### src/rtl/paralelo_serial_tx.sv
// paralelo_serial_tx
//   Transmit-side serializer for the PHY link. Bytes arrive on a valid/ready
//   handshake and leave MSB-first on a 1-bit line, one bit per clk_32f cycle.
//   After reset a preamble of SYNC_COUNT COM symbols is sent so the far-end
//   receiver can byte-align. After that, COM is sent as idle fill on any
//   symbol boundary where no byte is offered.
//
// Ports
//   clk_32f    in   bit clock, one serial bit per cycle
//   reset      in   synchronous reset, active-high
//   data_in    in   [7:0] byte to transmit
//   valid_in   in   data_in holds a byte to send
//   ready_out  out  data_in is taken at this edge if valid_in=1
//   data_out   out  serial stream, MSB first (shift_reg[7])
//   idle_out   out  high while the symbol on data_out is an inserted COM
//   sync_done  out  preamble complete; sticky until reset
//   state_dbg  out  FSM state (0 = SYNC, 1 = ACTIVE)
//
// Handshake: a byte is consumed on a rising edge of clk_32f where
//   ready_out && valid_in. ready_out is a function of registers only and
//   never depends on valid_in. Upstream holds data_in/valid_in stable until
//   that edge.

module paralelo_serial_tx #(
   parameter logic [7:0] COM        = 8'hBC,
   parameter int         SYNC_COUNT = 4
) (
   input  logic       clk_32f,
   input  logic       reset,
   input  logic [7:0] data_in,
   input  logic       valid_in,
   output logic       ready_out,
   output logic       data_out,
   output logic       idle_out,
   output logic       sync_done,
   output logic       state_dbg
);

   localparam logic [3:0] SYNC_CNT = 4'(SYNC_COUNT);

   typedef enum logic {
      SYNC   = 1'b0,
      ACTIVE = 1'b1
   } state_t;

   state_t     state;
   state_t     state_next;
   logic [7:0] shift_reg;
   logic [2:0] bit_cnt;
   logic [3:0] sym_cnt;
   logic       load;

   // Symbol boundary: the last bit of the current symbol is on the line.
   assign load      = (bit_cnt == 3'd7);
   assign data_out  = shift_reg[7];
   assign state_dbg = state;

   // ---------------------------------------------------------------------
   // FSM: state register
   // ---------------------------------------------------------------------
   always_ff @(posedge clk_32f) begin
      if (reset) begin
         state <= SYNC;
      end else begin
         state <= state_next;
      end
   end

   // ---------------------------------------------------------------------
   // FSM: next state. The first handshake boundary ends the preamble,
   // whether or not a byte is actually offered there.
   // ---------------------------------------------------------------------
   always_comb begin
      state_next = state;
      if (load && ready_out) begin
         state_next = ACTIVE;
      end
   end

   // ---------------------------------------------------------------------
   // FSM: outputs. In SYNC the handshake opens only once the last preamble
   // COM has been loaded and is about to finish.
   // ---------------------------------------------------------------------
   always_comb begin
      ready_out = 1'b0;
      if (load && (state == ACTIVE || sym_cnt == SYNC_CNT)) begin
         ready_out = 1'b1;
      end
   end

   // ---------------------------------------------------------------------
   // Datapath: bit counter, shifter, preamble counter, status flags.
   // ---------------------------------------------------------------------
   always_ff @(posedge clk_32f) begin
      if (reset) begin
         shift_reg <= 8'h00;
         bit_cnt   <= 3'd7;
         sym_cnt   <= 4'd0;
         idle_out  <= 1'b0;
         sync_done <= 1'b0;
      end else begin
         bit_cnt <= bit_cnt + 3'd1;
         if (load) begin
            if (ready_out) begin
               sync_done <= 1'b1;
               if (valid_in) begin
                  shift_reg <= data_in;
                  idle_out  <= 1'b0;
               end else begin
                  shift_reg <= COM;
                  idle_out  <= 1'b1;
               end
            end else begin
               // Only reachable in SYNC with sym_cnt below SYNC_COUNT:
               // send another preamble COM and ignore data_in.
               shift_reg <= COM;
               sym_cnt   <= sym_cnt + 4'd1;
               idle_out  <= 1'b1;
            end
         end else begin
            shift_reg <= {shift_reg[6:0], 1'b0};
         end
      end
   end

endmodule
### config.mk
export PLATFORM = sky130hd
export DESIGN_NAME = paralelo_serial_tx
export DESIGN_NICKNAME = d
export VERILOG_FILES = /design/src/rtl/paralelo_serial_tx.sv
export SDC_FILE = /design/constraint.sdc
export NUM_CORES = 1
export LEC_CHECK = 0
export CAP_MARGIN = 5
export CELL_PAD_IN_SITES_DETAIL_PLACEMENT = 1
export CELL_PAD_IN_SITES_GLOBAL_PLACEMENT = 1
export CORE_UTILIZATION = 39
export CTS_CLUSTER_DIAMETER = 120
export DETAILED_ROUTE_END_ITERATION = 16
export PLACE_DENSITY = 0.84
export SYNTH_ARGS = -nofsm -noshare
export SYNTH_HDL_FRONTEND = slang
export SYNTH_SLANG_ARGS = --single-unit
### constraint.sdc
create_clock -name clk_32f -period 4.08 [get_ports clk_32f]
set_input_delay 0.408 -clock clk_32f [delete_from_list [all_inputs] [get_ports clk_32f]]
set_output_delay 0.408 -clock clk_32f [all_outputs]
set_load 0.02 [all_outputs]
==> results by group, run 1 <==
Timing
  – Slew @ Worst Pin: around 0.71 ns
  – Final slew viol count: 0
  – Final Hold Viols: 0
  – RSZ-0062 raised after global routing: no
  – Final setup viols: 0
  – Worst Skew: 0.00480 ns
  – Setup TNS: 0 ns
  – Slew HR: 52.3%
  – Fmax: 414 MHz
  – Final period util: 59.2%
  – Hold_ws: 0.416 ns
  – Fin crit period: 2.42 ns

Worst setup path
  – CP Data Required Time: about 3.7 ns
  – Crit-path max FO: 12
  – Critical path arrival: 2.01 ns
  – Crit. Startpoint: bit_cnt[0]
  – Worst-path cell chain: ha_1, ha_1, o21ai_2, inv_1, clkdlybuf4s50_1
  – Critical path class: reg -> out
  – CP Capture Type: output port
  – CP peak stage delay: 0.59 ns
  – Worst R2R Start: bit_cnt[0]
  – CP dominant cell by count: ha_1
  – Startpoint types: flop
  – CP max stage cell: clkdlybuf4s50_1

Logic synthesis
  – Synth warn: 0
  – Complex-gate fraction of the synthesized area: 13.7%
  – Main synth FF type: dfxtp_1
  – Cell Area, Synth: 757 µm²
  – Main combinational cell family by area after synthesis: simple AND/OR/NAND/NOR gates
  – Post-Synth Simple-Gate Area: approximately 25%
  – Ys async rst share: 0%
  – Distinct cells, synth: 28
  – Post-Synth XOR/XNOR Area: 0%
  – Mapped Avg Cell Area: 9.83 µm²
  – Post-synth EDFFs: 0
  – Synthesized netlist cell count: slightly below 80
  – Adder-cell share of the synthesized area: 6.61%
  – Net Count, Synth: approximately 90
  – Seq cells post-synth: 17
  – Sequential cell area fraction in the yosys report: 45.0%
  – Post-synthesis mux area share: between 4 and 5%

Clock tree
  – Total setup buffers inserted after CTS: 0
  – Skew-Pair Late Insertion Delay: 0.28 ns
  – Post-CTS Resized: 0
  – H-tree levels: 1
  – Clk root buf: clkbuf_4
  – Worst-path clk slew: approximately 0.090 ns
  – Clk buf depth: 2
  – Inserted Clock Buffers: 3
  – CTS tree: yes
  – CTS Sinks: 17
  – Post-CTS Hold Fix Bufs: 0

Layout
  – FILL cells: 221
  – Final nets: roughly 110
  – Commonest non-fill, non-tap cell in the layout: dfxtp_1
  – Area delta synth->final: 24.5%
  – Antenna Cells: 0
  – Finished Layout Cells: 117
  – Most frequent cells in the layout: dfxtp_1, nor2_1, clkdlybuf4s50_1, o21a_1
  – Multi-input logic area: 379 µm²
  – Layout Cell Area excl Fill: 942 µm²
  – Register Area: between 300 and 400 µm²
  – Share of layout cells above drive strength 1: 14.1%
  – Max reg flops: 8

Floorplanning
  – Die Ht: roughly 46 µm
  – Die X-Extent: 46.1 µm
  – Die ar.: approximately 2100 µm²
  – CORE AREA: about 1800 µm²
  – IO Pins: 16
  – # rows: 15
  – Initial core utilization: 42.9%

Drt
  – DRT Pass-1 Iters: 4
  – Routed WL: around 1500 µm
  – Vias post-DR: about 560
  – WL per Instance: 12.4 µm
  – Drt drc: 0
  – Antenna Nets Post-Route: 0
  – Number of DRC markers in iteration 0: 3
  – Via-to-Cell Ratio: around 4.7

Run status
  – Status: complete, no violations

Placed design
  – Dpl cell area: 916 µm²
  – # port buffers: 15
  – GP Congestion: 0.678
  – Placed Cells: between 100 and 150
  – DP HPWL: 1080 µm

Power and ir drop
  – Int Pwr: around 0.26 mW
  – LEAKAGE: 0.380 nW
  – Pwr Total: 0.358 mW
  – Net load switching power: 0.0944 mW
  – Reg power frac: 53.3%
  – Max VDD drop: 213 µV
  – Sw frac: 26.4%
  – PwrDens: 380 nW/µm²
  – Clk pwr share: 23.8%
  – Comb pwr share: 22.8%

Global routing
  – Initial antenna violation count: 0
  – Largest net degree at the start of global routing: 23
  – Global-route wire length before repair: 2420 µm
  – Total track usage: 16.2%
  – Grt ovf: 0
  – Vias in the first global route: between 500 and 600

Run
  – Max-cap violations: 0

Min path
  – HP Start: bit_cnt[0]
  – Hold crit path type: reg -> reg
[synth_stat cells, types with 2 or more instances]
cell      instances  area share, %
buf_2             3            2.0
nor2_1           15            7.4
dfxtp_1          17             45
ha_1              4            6.6
or2_2             2            1.7
o21a_1            5            5.0
o31ai_1           2            2.0
nand2_1           2           0.99
inv_1             4            2.0
a21oi_1           2            1.3
nor3_1            2            1.3
nand2b_1          3            2.5
[final timing paths]
path	endpoint	slack, ns	depth (start not counted)
max	ready_out	1.66	5
max reg2reg	sym_cnt[0]	2.23	5
min reg2reg	bit_cnt[0]	0.42	1
min	bit_cnt[0]	0.42	1
[cell type report]
cell class	count	area share (%)
clock buffer	4	2.79
inverter	4	1.59
multi-input combinational	52	40.2
sequential	17	36.1
tap	25	3.32
timing repair buffer	15	15.9
[logic make-up (layout without fill, tap and decap cells)]
logic type | Yosys count | in the layout
adder cells (fa/ha/maj) | 4 | 4
flip-flops | 17 | 17
AO/OA/AOI/OAI | 12 | 12
buffers and inverters | 8 | 23
AND/OR/NAND/NOR | 33 | 33
multiplexers | 3 | 3
[per-stage QoR]
stage                     utilization (%)  setup WS [ns]
final                                53.4           1.66
after floorplan                         -           2.59
after global routing                 53.4           1.53
after CTS                            53.4           1.63
after detailed placement             51.9           1.94
after global placement               51.9           2.01
[metal layers]
layer,vias up,global-route usage (%),wire [µm]
met5,-,0,0
met4,0,8.82,12
met3,2,2.75,44
met2,7,26.2,728
met1,263,20.4,667
li1,283,-,-
[critical path: cells and delay by family (launching register included)]
kind | cells | cell delay [ns]
compound gates | 1 | 0.14
buf+inv | 2 | 0.67
flops | 1 | 0.34
fa+ha+maj | 2 | 0.58
[power groups by stage]
stage          logic, mW  registers (mW)  clock network (mW)
2_1_floorplan     0.0532           0.196                   0
6_report          0.0817           0.191              0.0852
3_3_place_gp      0.0791           0.194                   0
5_1_grt           0.0917           0.192              0.0958
3_5_place_dp      0.0830           0.195                   0
4_1_cts           0.0836           0.191              0.0894
(Power assumes the default switching activity.)
==> run 2, diff against run 1 <==
--- a/config.mk
+++ b/config.mk
@@ -8,10 +8,10 @@
 export CAP_MARGIN = 5
 export CELL_PAD_IN_SITES_DETAIL_PLACEMENT = 1
 export CELL_PAD_IN_SITES_GLOBAL_PLACEMENT = 1
-export CORE_UTILIZATION = 39
+export CORE_UTILIZATION = 33
 export CTS_CLUSTER_DIAMETER = 120
 export DETAILED_ROUTE_END_ITERATION = 16
-export PLACE_DENSITY = 0.84
+export PLACE_DENSITY = 0.76
 export SYNTH_ARGS = -nofsm -noshare
 export SYNTH_HDL_FRONTEND = slang
 export SYNTH_SLANG_ARGS = --single-unit
==> constraint.sdc (replaced) <==
create_clock -name clk_32f -period 2 [get_ports clk_32f]
set_input_delay 0.2 -clock clk_32f [delete_from_list [all_inputs] [get_ports clk_32f]]
set_output_delay 0.2 -clock clk_32f [all_outputs]
set_load 0.02 [all_outputs]
==> run 2 against run 1 <==
Critical path depth grew 1. Sequential power grew 100%. Combinational power grew 120%. Die area grew 17%. Power grew 110%. Global-route usage shrank 1.4 points. Setup slack lost 1.6 ns. Clock skew shrank 0.00078 ns. Cell area grew 3.7%. Clock-buffer cell count shrank 1. Highest routed layer unchanged. Flip-flop and latch count is the same. Largest cell class unchanged. Non-clock buffer count grew 3.
==> results by group, run 2 (same netlist as run 1, synthesis figures left out) <==
Worst setup path
  – Critical path arrival: 1.70 ns
  – Critical path class: reg -> out
  – CP Data Required Time: 1.80 ns
  – Startpoint types: flop
  – Crit-path max FO: 4
  – CP Capture Type: output port
  – Crit. Startpoint: sym_cnt[0]
  – Worst R2R Start: bit_cnt[0]

Global routing
  – Global-route wire length before repair: 2590 µm
  – Total track usage: 14.9%
  – Grt ovf: 0
  – Vias in the first global route: 586
  – Largest net degree at the start of global routing: 12
  – Initial antenna violation count: 0

Floorplanning
  – Initial core utilization: a little under two fifths
  – CORE AREA: 2060 µm²
  – Die ar.: 2490 µm²
  – IO Pins: 16
  – Die X-Extent: 49.9 µm
  – # rows: 16
  – Die Ht: 49.9 µm

Drt
  – Number of DRC markers in iteration 0: 3
  – DRT Pass-1 Iters: 2
  – Vias post-DR: 596
  – Via-to-Cell Ratio: 4.89
  – Routed WL: approximately 1700 µm
  – WL per Instance: 13.8 µm
  – Drt drc: 0
  – Antenna Nets Post-Route: 0

Timing
  – Worst Skew: 0.00402 ns
  – Fmax: about 530 MHz
  – Final slew viol count: 0
  – Fin crit period: 1.90 ns
  – RSZ-0062 raised after global routing: no
  – Final Hold Viols: 0
  – Final period util: 95.1%
  – Slew HR: 76.6%
  – Setup TNS: 0 ns
  – Slew @ Worst Pin: 0.351 ns
  – Final setup viols: 0

Power and ir drop
  – LEAKAGE: 0.404 nW
  – Max VDD drop: 452 µV
  – PwrDens: slightly below 800 nW/µm²

Min path
  – Hold crit path type: reg -> reg
  – HP Start: bit_cnt[0]

Clock tree
  – Total setup buffers inserted after CTS: 0
  – Inserted Clock Buffers: 3
  – CTS tree: yes
  – Clk root buf: clkbuf_4
  – Skew-Pair Late Insertion Delay: ~0.30 ns
  – CTS Sinks: 17
  – H-tree levels: 1
  – Worst-path clk slew: 0.10 ns
  – Clk buf depth: 2

Layout
  – Max reg flops: 8
  – Most frequent cells in the layout: nor2_1, dfxtp_1, clkdlybuf4s50_1, o21a_1
  – Antenna Cells: 0
  – Final nets: 111
  – Share of layout cells above drive strength 1: about a fifth
  – Final Util: a little under half
  – Area delta synth->final: 29.1%

Placed design
  – DP HPWL: 1140 µm
  – # port buffers: 15
  – GP Congestion: 0.760

Run
  – Max-cap violations: 0

Run status
  – Status: complete, no violations
## run 2: critical path, stage by stage, from the launching register on
cell,delay [ns]
dfxtp_2,0.36
inv_1,0.06
ha_1,0.23
and3b_4,0.23
o21ai_4,0.16
inv_1,0.05
dlygate4sd2_1,0.31
## run 2: area by class of cell
class                   instances  area [µm²]
fillers                       241        1080
multi-input cells              52         387
flip-flops and latches         17         343
repair buffers                 18         171
well taps                      27        33.8
clock buffers                   3        22.5
inverters                       4        15.0
clock inverters                 1        5.00
## run 2: final timing paths
kind	slack [ns]	end	depth (start not counted)
max	0.1	ready_out	6
min	0.42	bit_cnt[0]	1
max reg2reg	0.27	sym_cnt[0]	5
min reg2reg	0.42	bit_cnt[0]	1
## run 2: metal layers
metal	vias up	track usage, %	wire, µm	share of wire [%]
met5	-	0	0	0
li1	293	-	-	-
met2	13	24.1	840	50
met3	7	5.56	58	3.5
met1	283	16.5	727	43
met4	0	8.57	53	3.2
## run 2: where the power goes
part	total [mW]	switching, mW	internal (mW)	leakage (nW)
Sequential	0.389	0.0156	0.374	0.141
Clock	0.185	0.110	0.0746	0.0177
Combinational	0.181	0.0856	0.0950	0.246
Total	0.755	0.212	0.543	0.404
## run 2: what timing repair did
action	CTS	global route
gates resized for setup	1	3
hold buffers	0	0
pin swaps	0	0
setup endpoints to repair	1	1
## run 2: per-stage QoR
| stage | hold slack [ns] | cell area (µm²) | instances | power, mW | setup slack [ns] |
|---|---|---|---|---|---|
| 6_report | 0.418 | 977 | 122 | 0.755 | 0.0989 |
| 5_1_grt | 0.446 | 977 | 122 | 0.807 | 0.00402 |
| 4_1_cts | 0.424 | 967 | 122 | 0.766 | 0.0301 |
| 3_5_place_dp | 0.397 | 941 | 118 | 0.574 | 0.170 |
| 3_3_place_gp | 0.383 | 941 | 118 | 0.565 | 0.224 |
| 2_1_floorplan | 0.324 | 757 | 77 | 0.508 | 0.629 |
==> run 3, diff against run 2 <==
--- a/config.mk
+++ b/config.mk
@@ -11,7 +11,9 @@
 export CORE_UTILIZATION = 33
 export CTS_CLUSTER_DIAMETER = 120
 export DETAILED_ROUTE_END_ITERATION = 16
+export GPL_ROUTABILITY_DRIVEN = 0
 export PLACE_DENSITY = 0.76
+export SKIP_CTS_REPAIR_TIMING = 1
 export SYNTH_ARGS = -nofsm -noshare
 export SYNTH_HDL_FRONTEND = slang
 export SYNTH_SLANG_ARGS = --single-unit
==> run 3 against run 2 <==
Critical path depth is the same. Core utilization down 0.30 points. Fmax grew 3.6%. Setup slack improved by 0.067 ns. Sequential share of layout area hardly changed.
==> results by group, run 3 (same netlist as run 1, synthesis figures left out) <==
Run status
  – Status: complete, no violations

Worst setup path
  – Worst-path cell chain: inv_1, ha_1, and3b_4, o21ai_2, inv_1, dlymetal6s2s_1
  – CP peak stage delay: 0.38 ns
  – Critical path arrival: 1.63 ns
  – Worst r2r path cells: 5
  – Startpoint types: flop
  – CP dominant cell by count: inv_1
  – Critical path class: reg -> out
  – Cell family with most CP delay: flip-flops
  – Worst R2R Start: bit_cnt[0]
  – CP Capture Type: output port
  – CP Data Required Time: 1.80 ns
  – Setup slack, reg-to-reg: 0.33 ns
  – Crit path depth: 6
  – Reg-to-Reg End: sym_cnt[0]
  – Worst path buffer plus inverter count: 3
  – Crit-path max FO: 4
  – CP max stage cell: dfxtp_1

Power and ir drop
  – Pwr Total: 0.751 mW
  – LEAKAGE: ~0.42 nW
  – PwrDens: 773 nW/µm²
  – Max VDD drop: approximately 450 µV

Layout
  – Commonest non-fill, non-tap cell in the layout: dfxtp_1
  – Most frequent cells in the layout: dfxtp_1, nor2_1, clkdlybuf4s50_1, o21a_1
  – Final nets: 111
  – Finished Layout Cells: between 100 and 150
  – Share of layout cells above drive strength 1: 17.9%
  – Area delta synth->final: 28.3%
  – Antenna Cells: 0
  – Layout Cell Area excl Fill: 971 µm²
  – FILL cells: 241
  – Max reg flops: 8
  – Multi-input logic area: 379 µm²
  – Register Area: 340 µm²

Timing
  – Final Hold Viols: 0
  – RSZ-0062 raised after global routing: no
  – Final setup viols: 0
  – Hold_ws: 0.418 ns
  – Final period util: 91.7%
  – Slew @ Worst Pin: 0.291 ns
  – Worst Skew: 0.00260 ns
  – Fin crit period: 1.83 ns
  – Slew HR: 80.4%
  – Final slew viol count: 0
  – Fmax: 545 MHz

Drt
  – DRT Pass-1 Iters: 4
  – Via-to-Cell Ratio: 4.88
  – Drt drc: 0
  – Number of DRC markers in iteration 0: 4
  – Vias post-DR: 595
  – Antenna Nets Post-Route: 0
  – Routed WL: 1570 µm
  – WL per Instance: 12.8 µm

Floorplanning
  – Die Ht: 49.9 µm
  – Die ar.: about 2500 µm²
  – Die X-Extent: between 40 and 50 µm
  – Initial core utilization: 36.7%
  – CORE AREA: around 2100 µm²
  – # rows: 16
  – IO Pins: 16

Clock tree
  – Worst-path clk slew: 0.10 ns
  – Skew-Pair Late Insertion Delay: 0.30 ns
  – Inserted Clock Buffers: 3
  – Clk buf depth: 2
  – CTS tree: yes
  – H-tree levels: 1
  – Clk root buf: clkbuf_4
  – CTS Sinks: 17

Global routing
  – Total track usage: 14.9%
  – Vias in the first global route: 584
  – Grt ovf: 0
  – Largest net degree at the start of global routing: 12
  – Global-route wire length before repair: 2590 µm
  – Initial antenna violation count: 0

Min path
  – Hold crit path type: reg -> reg
  – WHS Path Cells: 1
  – HP Start: bit_cnt[0]
  – Hold-critical path endpoint: bit_cnt[0]

Placed design
  – DP HPWL: 1140 µm
  – # port buffers: 15
  – Placed Cells: 118
  – Dpl cell area: 941 µm²

Run
  – Max-cap violations: 0
## run 3: how the worst max path moves through the flow
stage	from	endpoint	slack, ns
2_1_floorplan	bit_cnt[0]	sym_cnt[0]	0.63
4_1_cts	sym_cnt[0]	ready_out	-0.19
3_3_place_gp	sym_cnt[0]	ready_out	0.22
6_report	sym_cnt[0]	ready_out	0.17
5_1_grt	sym_cnt[0]	ready_out	0.04
3_5_place_dp	sym_cnt[0]	ready_out	0.17
## run 3: metal layers
metal | global-route usage, % | vias to the layer above | share of wire (%)
met5 | 0 | - | 0
met4 | 8.57 | 0 | 2.4
met2 | 23.9 | 13 | 50
met3 | 5.56 | 5 | 4.2
met1 | 16.7 | 285 | 44
li1 | - | 292 | -
## run 3: final cells by class
cell class                 instances  area share, %
multi-input combinational         52           39.0
sequential                        17           35.1
clock inverter                     1          0.515
timing repair buffer              18           18.0
clock buffer                       3           2.32
tap                               27           3.48
inverter                           4           1.55
## run 3: power by group
part           total [mW]  switching (mW)  internal, mW
Sequential          0.388          0.0155         0.372
Clock               0.186           0.111        0.0746
Combinational       0.177          0.0829        0.0944
Total               0.751           0.210         0.541
## run 3: stage by stage
step	utilization (%)	TNS [ns]	setup slack, ns
5_1_grt	47.1	0	0.0406
3_5_place_dp	45.6	0	0.170
6_report	47.1	0	0.166
3_3_place_gp	45.6	0	0.224
2_1_floorplan	-	0	0.629
4_1_cts	47.0	-0.193	-0.193
